==> src/rtl/lsu_pkg.sv <==
// ============================================================================
// Module   : lsu_pkg
// Purpose  : Shared funct3 encodings, FSM states and byte-lane mask constants
//            for the load/store unit.
// Revision : 1.0 - initial release
// ============================================================================
`default_nettype none

package lsu_pkg;

  // funct3 width/sign encodings
  localparam logic [2:0] F3_B  = 3'b000;
  localparam logic [2:0] F3_H  = 3'b001;
  localparam logic [2:0] F3_W  = 3'b010;
  localparam logic [2:0] F3_BU = 3'b100;
  localparam logic [2:0] F3_HU = 3'b101;

  typedef enum logic [1:0] {
    ST_IDLE = 2'd0,
    ST_REQ  = 2'd1,
    ST_WAIT = 2'd2,
    ST_DONE = 2'd3
  } lsu_state_t;

  localparam logic [3:0] MASK_NONE    = 4'b0000;
  localparam logic [3:0] MASK_BYTE0   = 4'b0001;
  localparam logic [3:0] MASK_LO_HALF = 4'b0011;
  localparam logic [3:0] MASK_HI_HALF = 4'b1100;
  localparam logic [3:0] MASK_WORD    = 4'b1111;

  // Unsigned widths exist only for loads, so funct3[2] on a store is illegal.
  function automatic logic f3_illegal(input logic [2:0] f3, input logic is_store);
    return (f3 == 3'b011) || (f3 == 3'b110) || (f3 == 3'b111) || (is_store && f3[2]);
  endfunction

endpackage

`default_nettype wire

==> src/rtl/lsu_align.sv <==
// ============================================================================
// Module   : lsu_align
// Purpose  : Combinational store lane mask/replication and load lane
//            extraction with sign/zero extension.
// Revision : 1.0 - initial release
// ============================================================================
`default_nettype none

module lsu_align
  import lsu_pkg::*;
(
  input  logic [2:0]  funct3,
  input  logic [1:0]  addr_lo,
  input  logic [31:0] store_data,
  input  logic [31:0] load_data,
  output logic [3:0]  store_mask,
  output logic [31:0] store_wdata,
  output logic [31:0] load_result
);

  logic [1:0]  offset;
  logic [31:0] shifted;

  // Halfwords ignore addr[0] and words ignore addr[1:0]: accesses align down.
  always_comb begin
    offset      = 2'b00;
    store_mask  = MASK_WORD;
    store_wdata = store_data;
    case (funct3[1:0])
      2'b00: begin
        offset      = addr_lo;
        store_mask  = MASK_BYTE0 << addr_lo;
        store_wdata = {4{store_data[7:0]}};
      end
      2'b01: begin
        offset      = {addr_lo[1], 1'b0};
        store_mask  = addr_lo[1] ? MASK_HI_HALF : MASK_LO_HALF;
        store_wdata = {2{store_data[15:0]}};
      end
      default: begin
        offset      = 2'b00;
        store_mask  = MASK_WORD;
        store_wdata = store_data;
      end
    endcase
  end

  assign shifted = load_data >> {offset, 3'b000};

  always_comb begin
    load_result = shifted;
    case (funct3)
      F3_B:    load_result = {{24{shifted[7]}}, shifted[7:0]};
      F3_H:    load_result = {{16{shifted[15]}}, shifted[15:0]};
      F3_BU:   load_result = {24'd0, shifted[7:0]};
      F3_HU:   load_result = {16'd0, shifted[15:0]};
      default: load_result = shifted;
    endcase
  end

endmodule

`default_nettype wire

==> src/rtl/load_store_unit.sv <==
// ============================================================================
// Module   : load_store_unit
// Purpose  : RV32I memory stage: one aligned dmem word access per op, with
//            trap/fault reporting and extended load write-back.
//            Optional: define LSU_MISALIGN_TRAP_EN to trap misaligned H/W.
// Revision : 1.0 - initial release
// ============================================================================
`default_nettype none

module load_store_unit
  import lsu_pkg::*;
#(
  parameter int WAIT_LIMIT = 16
) (
  input  logic        i_clk,
  input  logic        i_rst,
  input  logic        i_valid,
  output logic        o_ready,
  input  logic [31:0] i_addr,
  input  logic [31:0] i_wdata,
  input  logic [2:0]  i_funct3,
  input  logic        i_is_load,
  input  logic        i_is_store,
  input  logic [4:0]  i_rd,
  output logic [31:0] o_dmem_addr,
  output logic        o_dmem_ren,
  output logic        o_dmem_wen,
  output logic [3:0]  o_dmem_mask,
  output logic [31:0] o_dmem_wdata,
  input  logic [31:0] i_dmem_rdata,
  input  logic        i_dmem_valid,
  output logic        o_done,
  output logic        o_wb_valid,
  output logic [31:0] o_wb_data,
  output logic [4:0]  o_wb_rd,
  output logic        o_trap,
  output logic        o_fault
);

  localparam logic [7:0] WAIT_LAST = 8'(WAIT_LIMIT - 1);

  lsu_state_t  state;
  logic [2:0]  op_funct3;
  logic [1:0]  op_addr_lo;
  logic [4:0]  op_rd;
  logic        op_is_load;
  logic [7:0]  wait_cnt;

  logic [2:0]  sel_funct3;
  logic [1:0]  sel_addr_lo;
  logic [3:0]  align_mask;
  logic [31:0] align_wdata;
  logic [31:0] align_load;
  logic        misaligned;
  logic        illegal;

  // In IDLE the aligner sees the incoming op; afterwards the captured one.
  assign sel_funct3  = (state == ST_IDLE) ? i_funct3    : op_funct3;
  assign sel_addr_lo = (state == ST_IDLE) ? i_addr[1:0] : op_addr_lo;

`ifdef LSU_MISALIGN_TRAP_EN
  assign misaligned = (i_is_load || i_is_store) &&
                      (((i_funct3[1:0] == 2'b01) && i_addr[0]) ||
                       ((i_funct3[1:0] == 2'b10) && (i_addr[1:0] != 2'b00)));
`else
  assign misaligned = 1'b0;
`endif

  assign illegal = f3_illegal(i_funct3, i_is_store) || (i_is_load && i_is_store) || misaligned;

  lsu_align u_align (
    .funct3      (sel_funct3),
    .addr_lo     (sel_addr_lo),
    .store_data  (i_wdata),
    .load_data   (i_dmem_rdata),
    .store_mask  (align_mask),
    .store_wdata (align_wdata),
    .load_result (align_load)
  );

  always_ff @(posedge i_clk) begin
    if (i_rst) begin
      state        <= ST_IDLE;
      o_ready      <= 1'b1;
      o_dmem_addr  <= 32'd0;
      o_dmem_ren   <= 1'b0;
      o_dmem_wen   <= 1'b0;
      o_dmem_mask  <= MASK_NONE;
      o_dmem_wdata <= 32'd0;
      o_done       <= 1'b0;
      o_wb_valid   <= 1'b0;
      o_wb_data    <= 32'd0;
      o_wb_rd      <= 5'd0;
      o_trap       <= 1'b0;
      o_fault      <= 1'b0;
      op_funct3    <= 3'd0;
      op_addr_lo   <= 2'd0;
      op_rd        <= 5'd0;
      op_is_load   <= 1'b0;
      wait_cnt     <= 8'd0;
    end else begin
      // Strobes and pulses are single-cycle unless re-asserted below.
      o_done       <= 1'b0;
      o_wb_valid   <= 1'b0;
      o_trap       <= 1'b0;
      o_fault      <= 1'b0;
      o_dmem_ren   <= 1'b0;
      o_dmem_wen   <= 1'b0;
      o_dmem_mask  <= MASK_NONE;
      o_dmem_wdata <= 32'd0;

      case (state)
        ST_IDLE: begin
          if (i_valid) begin
            o_ready    <= 1'b0;
            op_funct3  <= i_funct3;
            op_addr_lo <= i_addr[1:0];
            op_rd      <= i_rd;
            op_is_load <= i_is_load;
            if (illegal) begin
              state  <= ST_DONE;
              o_done <= 1'b1;
              o_trap <= 1'b1;
            end else if (!(i_is_load || i_is_store)) begin
              state  <= ST_DONE;
              o_done <= 1'b1;
            end else begin
              state       <= ST_REQ;
              o_dmem_addr <= {i_addr[31:2], 2'b00};
              o_dmem_ren  <= i_is_load;
              o_dmem_wen  <= i_is_store;
              if (i_is_store) begin
                o_dmem_mask  <= align_mask;
                o_dmem_wdata <= align_wdata;
              end
            end
          end
        end

        ST_REQ: begin
          if (op_is_load) begin
            state    <= ST_WAIT;
            wait_cnt <= 8'd0;
          end else begin
            state  <= ST_DONE;
            o_done <= 1'b1;
          end
        end

        ST_WAIT: begin
          if (i_dmem_valid) begin
            state      <= ST_DONE;
            o_done     <= 1'b1;
            o_wb_valid <= 1'b1;
            o_wb_data  <= align_load;
            o_wb_rd    <= op_rd;
          end else if (wait_cnt == WAIT_LAST) begin
            state   <= ST_DONE;
            o_done  <= 1'b1;
            o_fault <= 1'b1;
          end else begin
            wait_cnt <= wait_cnt + 8'd1;
          end
        end

        ST_DONE: begin
          state   <= ST_IDLE;
          o_ready <= 1'b1;
        end

        default: begin
          state   <= ST_IDLE;
          o_ready <= 1'b1;
        end
      endcase
    end
  end

endmodule

`default_nettype wire

==> config.mk <==
export PLATFORM = sky130hd
export DESIGN_NAME = load_store_unit
export DESIGN_NICKNAME = d
export VERILOG_FILES = /design/src/rtl/lsu_pkg.sv /design/src/rtl/lsu_align.sv /design/src/rtl/load_store_unit.sv
export SDC_FILE = /design/constraint.sdc
export NUM_CORES = 1
export LEC_CHECK = 0
export ABC_AREA = 1
export CAP_MARGIN = 25
export CELL_PAD_IN_SITES_DETAIL_PLACEMENT = 0
export CELL_PAD_IN_SITES_GLOBAL_PLACEMENT = 2
export CORE_MARGIN = 2
export CORE_UTILIZATION = 23
export DETAILED_ROUTE_END_ITERATION = 12
export PLACE_DENSITY_LB_ADDON = 0.3
export SETUP_SLACK_MARGIN = 0.4
export SKIP_LAST_GASP = 1
export SYNTH_ARGS = -nofsm -noshare
export SYNTH_HDL_FRONTEND = slang
export SYNTH_HIERARCHICAL = 1
export SYNTH_SLANG_ARGS = --single-unit
==> constraint.sdc <==
create_clock -name i_clk -period 3.22 [get_ports i_clk]
set_input_delay 0.483 -clock i_clk [delete_from_list [all_inputs] [get_ports i_clk]]
set_output_delay 0.483 -clock i_clk [all_outputs]
set_load 0.01 [all_outputs]
==> impl_results.md, run 1 <==
- Utilization after layout: 35.5%
- Min-Delay Path Class: reg -> reg
- R2R depth: 12
- Syn Area/Cell: roughly 7.2 µm²
- Antenna viol nets, final: 0
- Initial core utilization: a little under a quarter
- Top FF cell, synth: dfxtp_1
- Sequential area share after synthesis: around 44%
- Post-synth EDFFs: 0
- Hold Buf Count CTS: 0
- Final setup vio count: 0
- Area delta synth->final: 51.3%
- Height of the die: about 160 µm
- First-pass GRT wire length: between 30000 and 40000 µm
- Max IR drop VDD: roughly 280 µV
- Die X-Extent: approximately 160 µm
- Library cells used by synthesis: 37
- Cell area after synthesis: between 5000 and 6000 µm²
- Final hold violations: 0
- 1st-iter DRT viols: between 300 and 400
- Largest net degree at the start of global routing: 39
- Startpoint Class: register
- Share of cells above drive strength 1: 8.03%
- Max Slew Vio Count: 0
- CTS Sinks: between 100 and 150
- Synth area leader: dfxtp_1
- Post-DR wirelength/cell: around 15 µm
- FP Rows: slightly below 60
- Num CTS Buffers: 17
- Vias: 5906
- Leak pwr: ~3.8 nW
- CP arrival: between 2000 and 3000 ps
- Detailed Route WL: between 20000 and 25000 µm
- Initial antenna violation count: 1
- Total of max-cap violations: 0
- Drt pass-1 iters: 5
- Worst hold stages: 2
- Hold WS: 458 ps
- Via-to-Cell Ratio: 4.29
- Top cell type's share of synthesized area: between 40% and 50%
- Design Area, Final: around 9000 µm²
- Clock Skew: approximately 11 ps
- Final worst slack: between 600 and 700 ps
- Vias in the first global route: between 5000 and 6000
- Max clock buf depth: 2
- Final worst path period share: around four fifths
- Critical Path Fanout Max: 11
- Ports: between 200 and 250
- CTS Root Cell: clkbuf_16
- Final Net Count: 1149
- Post-DP HPWL: 14100 µm
- CP bufs+invs: 3
- Status: complete, no violations
- Clk pin slew, worst setup/hold paths: 60 ps
- GR Util All Layers: around 15%
- Async SR Flop Fraction: 0%
- RSZ-0062 raised after global routing: false
- FMAX: 384 MHz
- Worst-path cell chain: inv_1 > ha_1 > buf_4 > nand2_1 > o21ai_2 > nor2_8 > inv_2 > nor2_2 > nand3_2 > nand3_1 > o21ai_0 > nor2_1
- Critical-path top delay cell: dfxtp_1
- Post-route setup TNS: 0 ps
- Total gr overflow: 0
- CP Depth: 12
- Die area: about 27000 µm²
- Synth Instances: 832
- Clk_lat worst skew: 420 ps
- Core area: roughly 25000 µm²
- Residual DRC: 0
- Slowest Stage Delay on Critical Path: slightly above 400 ps
- Synth top area cells: dfxtp_1 44%, nor2_1 13%, nand2_1 7.9%
- Worst path required time: between 3000 and 4000 ps
- Worst-margin pin slew: approximately 630 ps
- Yosys reg bits: around 130
- Final Wtd Congestion: 0.736
- Pre-CTS WS: 270 ps
- Crit path capture type: register
- CTS H-tree depth: 4
- CTS tree: done
- Synthesis Warnings: 6
- P per Cell Area: 737 nW/µm²
- Relative slew slack: between 50 and 60%
- Crit Path Category: reg -> reg
- ANT cells: 0
- Crit path max-delay family: simple AND/OR/NAND/NOR gates
- Number of port buffers: about 220
- Dpl cell area: 8290 µm²
- Clock period minus worst slack: 2600 ps
[final timing paths]
kind	from	to	slack, ps
max reg2reg	state[0]$_SDFFE_PP0P_	o_wb_data[27]$_SDFFE_PP0P_	620
min	op_rd[4]$_SDFFE_PP0P_	o_wb_rd[4]$_SDFFE_PP0P_	460
min reg2reg	op_rd[4]$_SDFFE_PP0P_	o_wb_rd[4]$_SDFFE_PP0P_	460
max	state[0]$_SDFFE_PP0P_	o_wb_data[27]$_SDFFE_PP0P_	620
[sequential cells by signal, summed over array words and instances (netlist names)]
name          cells
o_ready           1
o_fault           1
o_dmem_mask       4
o_dmem_wen        1
o_dmem_wdata     32
o_wb_rd           5
state             2
op_funct3         3
o_trap            1
o_wb_data        32
op_is_load        1
wait_cnt          8
o_dmem_addr      30
op_rd             5
o_wb_valid        1
op_addr_lo        2
o_dmem_ren        1
o_done            1
[where the power goes]
group / switching (mW) / internal [mW]
clock network: 0.783 / 1.26
registers: 0.120 / 1.84
logic: 1.58 / 1.05
total: 2.48 / 4.15
[worst reg2reg max path, stage by stage, from the launching register on]
cell and delay [ps]:
dfxtp_1 410, inv_1 90, ha_1 290, buf_4 200
nand2_1 80, o21ai_2 150, nor2_8 190, inv_2 140
nor2_2 390, nand3_2 280, nand3_1 130, o21ai_0 90
nor2_1 90
[synth_stat cells, types with 11 or more instances]
cell type / count
o211ai_1: 16
buf_6: 11
nor2_1: 199
inv_1: 78
a21oi_1: 15
o21ai_0: 77
dfxtp_1: 131
nand2_1: 125
clkbuf_1: 20
nand3_1: 43
o21ai_1: 32
buf_4: 18
[metrics by stage]
stage	total power, mW	cells
5_1_grt	7.13	1376
2_1_floorplan	3.62	833
3_5_place_dp	4.51	1338
6_report	6.63	1376
4_1_cts	6.64	1372
3_3_place_gp	4.51	1338
[layer usage]
| layer | part of all wire, % | up-vias | GRT usage [%] | routed length [µm] |
|---|---|---|---|---|
| li1 | - | 3044 | - | - |
| met1 | 46 | 2679 | 19.7 | 9530 |
| met2 | 43 | 160 | 22.7 | 8910 |
| met3 | 9.0 | 21 | 6.40 | 1860 |
| met4 | 1.2 | 2 | 4.03 | 249 |
| met5 | 0.063 | - | 0 | 13 |
[final cells by class]
cell class / count / area, µm²
clock buffers: 19 / 453
clock inverters: 12 / 156
fillers: 2722 / 16300
inverters: 83 / 314
multi-input cells: 567 / 2740
flip-flops and latches: 131 / 2620
well taps: 330 / 413
repair buffers: 234 / 2310
[placed cells by master, fill, tap and decap left out, types with 3 or more instances in the layout]
cell type        instances
inv_1                   77
buf_4                   14
nand2_1                125
clkinvlp_4               4
nand3_2                  4
clkbuf_16               17
nand4_1                  4
nand2_2                  3
a21oi_1                 15
o22ai_1                  7
nor2_1                 199
nand3_1                 42
nor2_4                   4
nor3_1                   3
or2_2                    4
dfxtp_1                131
o211ai_1                16
nand3_4                  5
bufinv_16                3
clkdlybuf4s50_1        219
o21ai_1                 33
ha_1                     5
o21ai_0                 74
nand2_4                  3
nor2_2                   3
inv_2                    5
[cells by family (layout without fill, tap and decap cells)]
group | count (synthesis) | count (layout) | synth area share (%)
compound gates | 153 | 153 | 14.0
fa+ha+maj | 5 | 5 | 1.05
buf+inv | 139 | 348 | 11.4
flops | 131 | 131 | 44.1
other cells | 1 | 2 | 0.0630
simple gates | 403 | 407 | 29.4
[timing repair]
action	4_1_cts	5_1_grt
pin swaps	2	3
setup buffers	2	1
gates resized for setup	1	9
endpoints found under the hold margin	0	0
setup endpoints to repair	28	29
cloned	1	3
(Power assumes the default switching activity.)
==> run 2, diff against run 1 <==
clock period = 2.6 ns   (was 3.22 ns; I/O delays follow)
==> impl_results.md, run 2 (synthesis gave the netlist of run 1 again) <==
- Worst-margin pin slew: around 550 ps
- Via-to-Cell Ratio: around 4.3
- Total gr overflow: 0
- Number of port buffers: approximately 220
- Post-DP HPWL: approximately 15000 µm
- ANT cells: 0
- Detailed Route WL: roughly 21000 µm
- Final hold violations: 0
- First-pass GRT wire length: roughly 31000 µm
- Pre-CTS WS: roughly 160 ps
- Height of the die: 165 µm
- Post-route setup TNS: 0 ps
- Post-DR wirelength/cell: 15.2 µm
- CTS tree: done
- Core area: 25300 µm²
- Vias: between 6000 and 7000
- Final worst slack: 514 ps
- FMAX: approximately 480 MHz
- Clock period minus worst slack: 2090 ps
- Initial core utilization: around a quarter
- CP arrival: 2400 ps
- 1st-iter DRT viols: about 370
- Crit Path Category: reg -> reg
- Max Slew Vio Count: 0
- Fill cell count: approximately 2700
- Critical Path Fanout Max: 6
- Crit path capture type: register
- Die X-Extent: 165 µm
- Area delta synth->final: 55.8%
- Max IR drop VDD: 396 µV
- Worst path required time: roughly 2900 ps
- Most frequent cells in the layout: 219 x clkdlybuf4s50_1, 199 x nor2_1, 129 x dfxtp_1
- Vias in the first global route: approximately 5700
- Commonest non-fill, non-tap cell in the layout: clkdlybuf4s50_1
- Drt pass-1 iters: 5
- Clock Skew: ~8.2 ps
- Final worst path period share: 80.2%
- Power Total: just under 9 mW
- Relative slew slack: about 63%
- Max clock buf depth: 2
- Leading registers by flop count: o_dmem_wdata x32, o_wb_data x32, o_dmem_addr x30
- P per Cell Area: approximately 930 nW/µm²
- Dpl cell area: between 8000 and 9000 µm²
- Largest net degree at the start of global routing: 40
- CTS Sinks: 131
- Leak pwr: roughly 3.8 nW
- Ports: approximately 220
- Final Wtd Congestion: roughly 0.74
- CTS Root Cell: clkbuf_16
- Clk_lat worst skew: 420 ps
- Antenna viol nets, final: 0
- Design Area, Final: around 9300 µm²
- FP Rows: 58
- Status: complete, no violations
- Die area: between 20000 and 30000 µm²
- Min-Delay Path Class: reg -> reg
- CTS H-tree depth: 4
- Final Net Count: roughly 1200
- Startpoint Class: register
- Hold Buf Count CTS: 0
- Num CTS Buffers: 17
- Residual DRC: 0
- Final setup vio count: 0
- RSZ-0062 raised after global routing: false
- Initial antenna violation count: 0
- Share of cells above drive strength 1: under 10%
- Clk pin slew, worst setup/hold paths: roughly 60 ps
- Total of max-cap violations: 0
- GR Util All Layers: around 15%
## run 2: changes by cell type in the layout (fill, tap and decap cells not counted), sizes merged
cell and change:
clkinv -2, nor2 -1, buf +5, clkbuf +1, inv +2, clkinvlp +2
## run 2: power breakdown
part | internal [mW] | total (mW) | switching, mW | leakage (nW)
combinational | 1.54 | 3.69 | 2.15 | 2.48
sequential | 2.28 | 2.43 | 0.146 | 1.07
clock | 1.55 | 2.55 | 1.00 | 0.286
total | 5.37 | 8.67 | 3.30 | 3.83
## run 2: path summary, 6_finish.rpt
kind | slack, ps | depth (start not counted) | from | end
worst min register to register | 470 | 2 | op_rd[1]$_SDFFE_PP0P_ | op_rd[1]$_SDFFE_PP0P_
worst max register to register | 510 | 12 | state[0]$_SDFFE_PP0P_ | o_wb_data[26]$_SDFFE_PP0P_
worst max-delay path | 510 | 12 | state[0]$_SDFFE_PP0P_ | o_wb_data[26]$_SDFFE_PP0P_
worst min-delay path | 470 | 2 | op_rd[1]$_SDFFE_PP0P_ | op_rd[1]$_SDFFE_PP0P_
## run 2: area by class of cell
cell class                      instances  area, µm²  share of cell area, %
Multi-Input combinational cell        566       2830                   30.5
Inverter                               83        323                   3.48
Timing Repair Buffer                  241       2470                   26.6
Sequential cell                       131       2630                   28.3
Tap cell                              330        413                   4.45
Clock inverter                         14        176                   1.90
Clock buffer                           18        439                   4.74
## run 2: timing repair
action | 4_1_cts | 5_1_grt
endpoints found under the setup margin | 37 | 43
buffers inserted | 1 | 3
endpoints found under the hold margin | 0 | 0
cloned | 1 | 4
pin swaps | 1 | 13
resized for setup | 6 | 56
## run 2: routing by layer
metal	GRT usage, %	part of all wire, %	routed length (µm)
met5	0	0	0
met3	4.72	7.4	1550
met4	4.58	0.96	202
met2	23.4	44	9320
met1	20.1	47	10000
## run 2: worst max-delay path, cell delays in order (launching register included)
cell and delay, ps:
dfxtp_4 380, inv_2 50, ha_4 190, buf_8 140, o21ai_4 260, nor2_8 90, buf_4 150, nand3_2 70
nand3_4 160, nand3_4 180, nand3_1 90, o21ai_0 160, nor2_1 50
## run 2: stage by stage
step	utilization, %	cells	hold WS, ps
after global placement	33.0	1342	462
after detailed placement	33.0	1342	460
after CTS	35.6	1376	471
final	36.6	1383	466
after global routing	36.6	1383	486
after floorplan	-	833	424
==> run 3, diff against run 2 <==
clock period = 2.05 ns   (was 2.6 ns; I/O delays follow)
==> impl_results.md, run 3 (synthesis gave the netlist of run 1 again) <==
- Residual DRC: 0
- Max clock buf depth: 2
- Reg2Reg Setup Slack: approximately 97 ps
- Vias: ~6200
- Vias in the first global route: roughly 6000
- GR Util All Layers: between 10% and 20%
- Post-DP HPWL: 14200 µm
- Hold WS: about 440 ps
- Height of the die: ~160 µm
- Startpoint Class: register
- Antenna viol nets, final: 0
- ANT cells: 0
- Share of cells above drive strength 1: 24.4%
- Ports: 222
- Detailed Route WL: about 22000 µm
- Clock period minus worst slack: 1950 ps
- Design Area, Final: between 10000 and 15000 µm²
- Number of port buffers: about 220
- 1st-iter DRT viols: between 200 and 300
- Max IR drop VDD: 639 µV
- Final worst slack: approximately 97 ps
- Initial core utilization: 23.5%
- CTS tree: done
- Commonest non-fill, non-tap cell in the layout: clkdlybuf4s50_1
- Clk pwr share: between 20% and 30%
- Status: complete, no violations
- Met2 wire length: ~11000 µm
- Final Wtd Congestion: ~0.75
- Worst path required time: between 2000 and 2500 ps
- Via-to-Cell Ratio: between 4 and 5
- Drt pass-1 iters: 4
- Largest net degree at the start of global routing: slightly above 40
- Combinational Power Share: approximately half
- Most frequent cells in the layout: 180 x clkdlybuf4s50_1, 135 x nor2_1, 128 x dfxtp_1
- Total gr overflow: 0
- Area delta synth->final: 83.7%
- First-pass GRT wire length: roughly 34000 µm
- Pre-CTS WS: -81.2 ps
- CP arrival: about 2300 ps
- Met3 Routed Length: 1140 µm
- Die area: 27200 µm²
- Max Slew Vio Count: 0
- Int Power: 7.55 mW
- P per Cell Area: about 1100 nW/µm²
- Num CTS Buffers: 17
- Min-Delay Path Class: in -> reg
- Non-Filler Instances: ~1400
- Core area: 25300 µm²
- Top Metal Used: met5
- Final hold violations: 0
- Flop pwr share: 25.0%
- Dpl cell area: ~8600 µm²
- Sw frac: around two fifths
- Post-DR wirelength/cell: ~15 µm
- CTS H-tree depth: 4
- Leading registers by flop count: o_dmem_wdata x32, o_wb_data x32, o_dmem_addr x30
- Crit path capture type: register
- Clk pin slew, worst setup/hold paths: around 60 ps
- FP Rows: 58
- RSZ-0062 raised after global routing: true
- Net Switching: ~4.7 mW
- Placed Cells: 1358
- Crit Path Category: reg -> reg
- Clock Skew: between 10 and 15 ps
- CTS Root Cell: clkbuf_16
- Initial antenna violation count: 1
- Final Net Count: 1219
- FMAX: roughly 510 MHz
- Die X-Extent: 165 µm
- Critical Path Fanout Max: 7
- Clk_lat worst skew: ~420 ps
- Leak pwr: roughly 5.0 nW
- Final worst path period share: 95.3%
- Post-route setup TNS: 0 ps
- Final setup vio count: 0
- Total of max-cap violations: 0
- CTS Sinks: 131
- Metal1 wirelength: between 10000 and 15000 µm
[run 3: layout make-up]
| cell class | instances | area [µm²] |
|---|---|---|
| fill | 2611 | 14400 |
| timing repair buffer | 305 | 3480 |
| multi-input combinational | 566 | 3480 |
| sequential | 131 | 2630 |
| clock buffer | 19 | 453 |
| tap | 330 | 413 |
| inverter | 83 | 339 |
| clock inverter | 13 | 149 |
[run 3: worst paths after layout]
kind,startpoint,endpoint,depth (start not counted)
worst max-delay path,state[1]$_SDFFE_PP0P_,o_wb_data[28]$_SDFFE_PP0P_,12
worst min-delay path,i_rd[1],op_rd[1]$_SDFFE_PP0P_,3
worst max register to register,state[1]$_SDFFE_PP0P_,o_wb_data[28]$_SDFFE_PP0P_,12
worst min register to register,op_rd[4]$_SDFFE_PP0P_,o_wb_rd[4]$_SDFFE_PP0P_,2
[run 3: power groups by stage]
| stage | sequential (mW) | clock (mW) | combinational, mW |
|---|---|---|---|
| 2_1_floorplan | 3.24 | 0 | 2.68 |
| 3_3_place_gp | 3.12 | 0 | 4.38 |
| 3_5_place_dp | 3.13 | 0 | 4.36 |
| 4_1_cts | 3.07 | 3.24 | 5.29 |
| 5_1_grt | 3.11 | 3.34 | 6.61 |
| 6_report | 3.07 | 3.14 | 6.06 |
[run 3: timing repair]
action	in CTS	in global routing
endpoints found under the setup margin	117	156
hold buffers	0	0
pin swaps	19	45
buffers inserted	24	15
gates cloned	15	3
resized for setup	92	205
[run 3: routing by layer]
metal / global-route usage, % / vias to the layer above
met5: 0 / -
met4: 4.15 / 2
met3: 4.17 / 18
met2: 26.6 / 154
met1: 20.6 / 2864
li1: - / 3206
[run 3: through the flow]
stage / total power [mW] / util [%]
6_report: 12.3 / 43.2
5_1_grt: 13.1 / 43.2
4_1_cts: 11.6 / 39.6
3_5_place_dp: 7.49 / 33.9
3_3_place_gp: 7.50 / 33.9
2_1_floorplan: 5.92 / -
[run 3: worst max-delay path, stage by stage (launching register included)]
cell and delay (ps):
dfxtp_2 350, inv_4 40, ha_4 200, o21ai_4 280, nor2_8 100, buf_4 150
inv_2 90, nor2_4 50, buf_12 160, nand3_4 130, nand3_1 90, o21ai_1 160
nor2_1 50
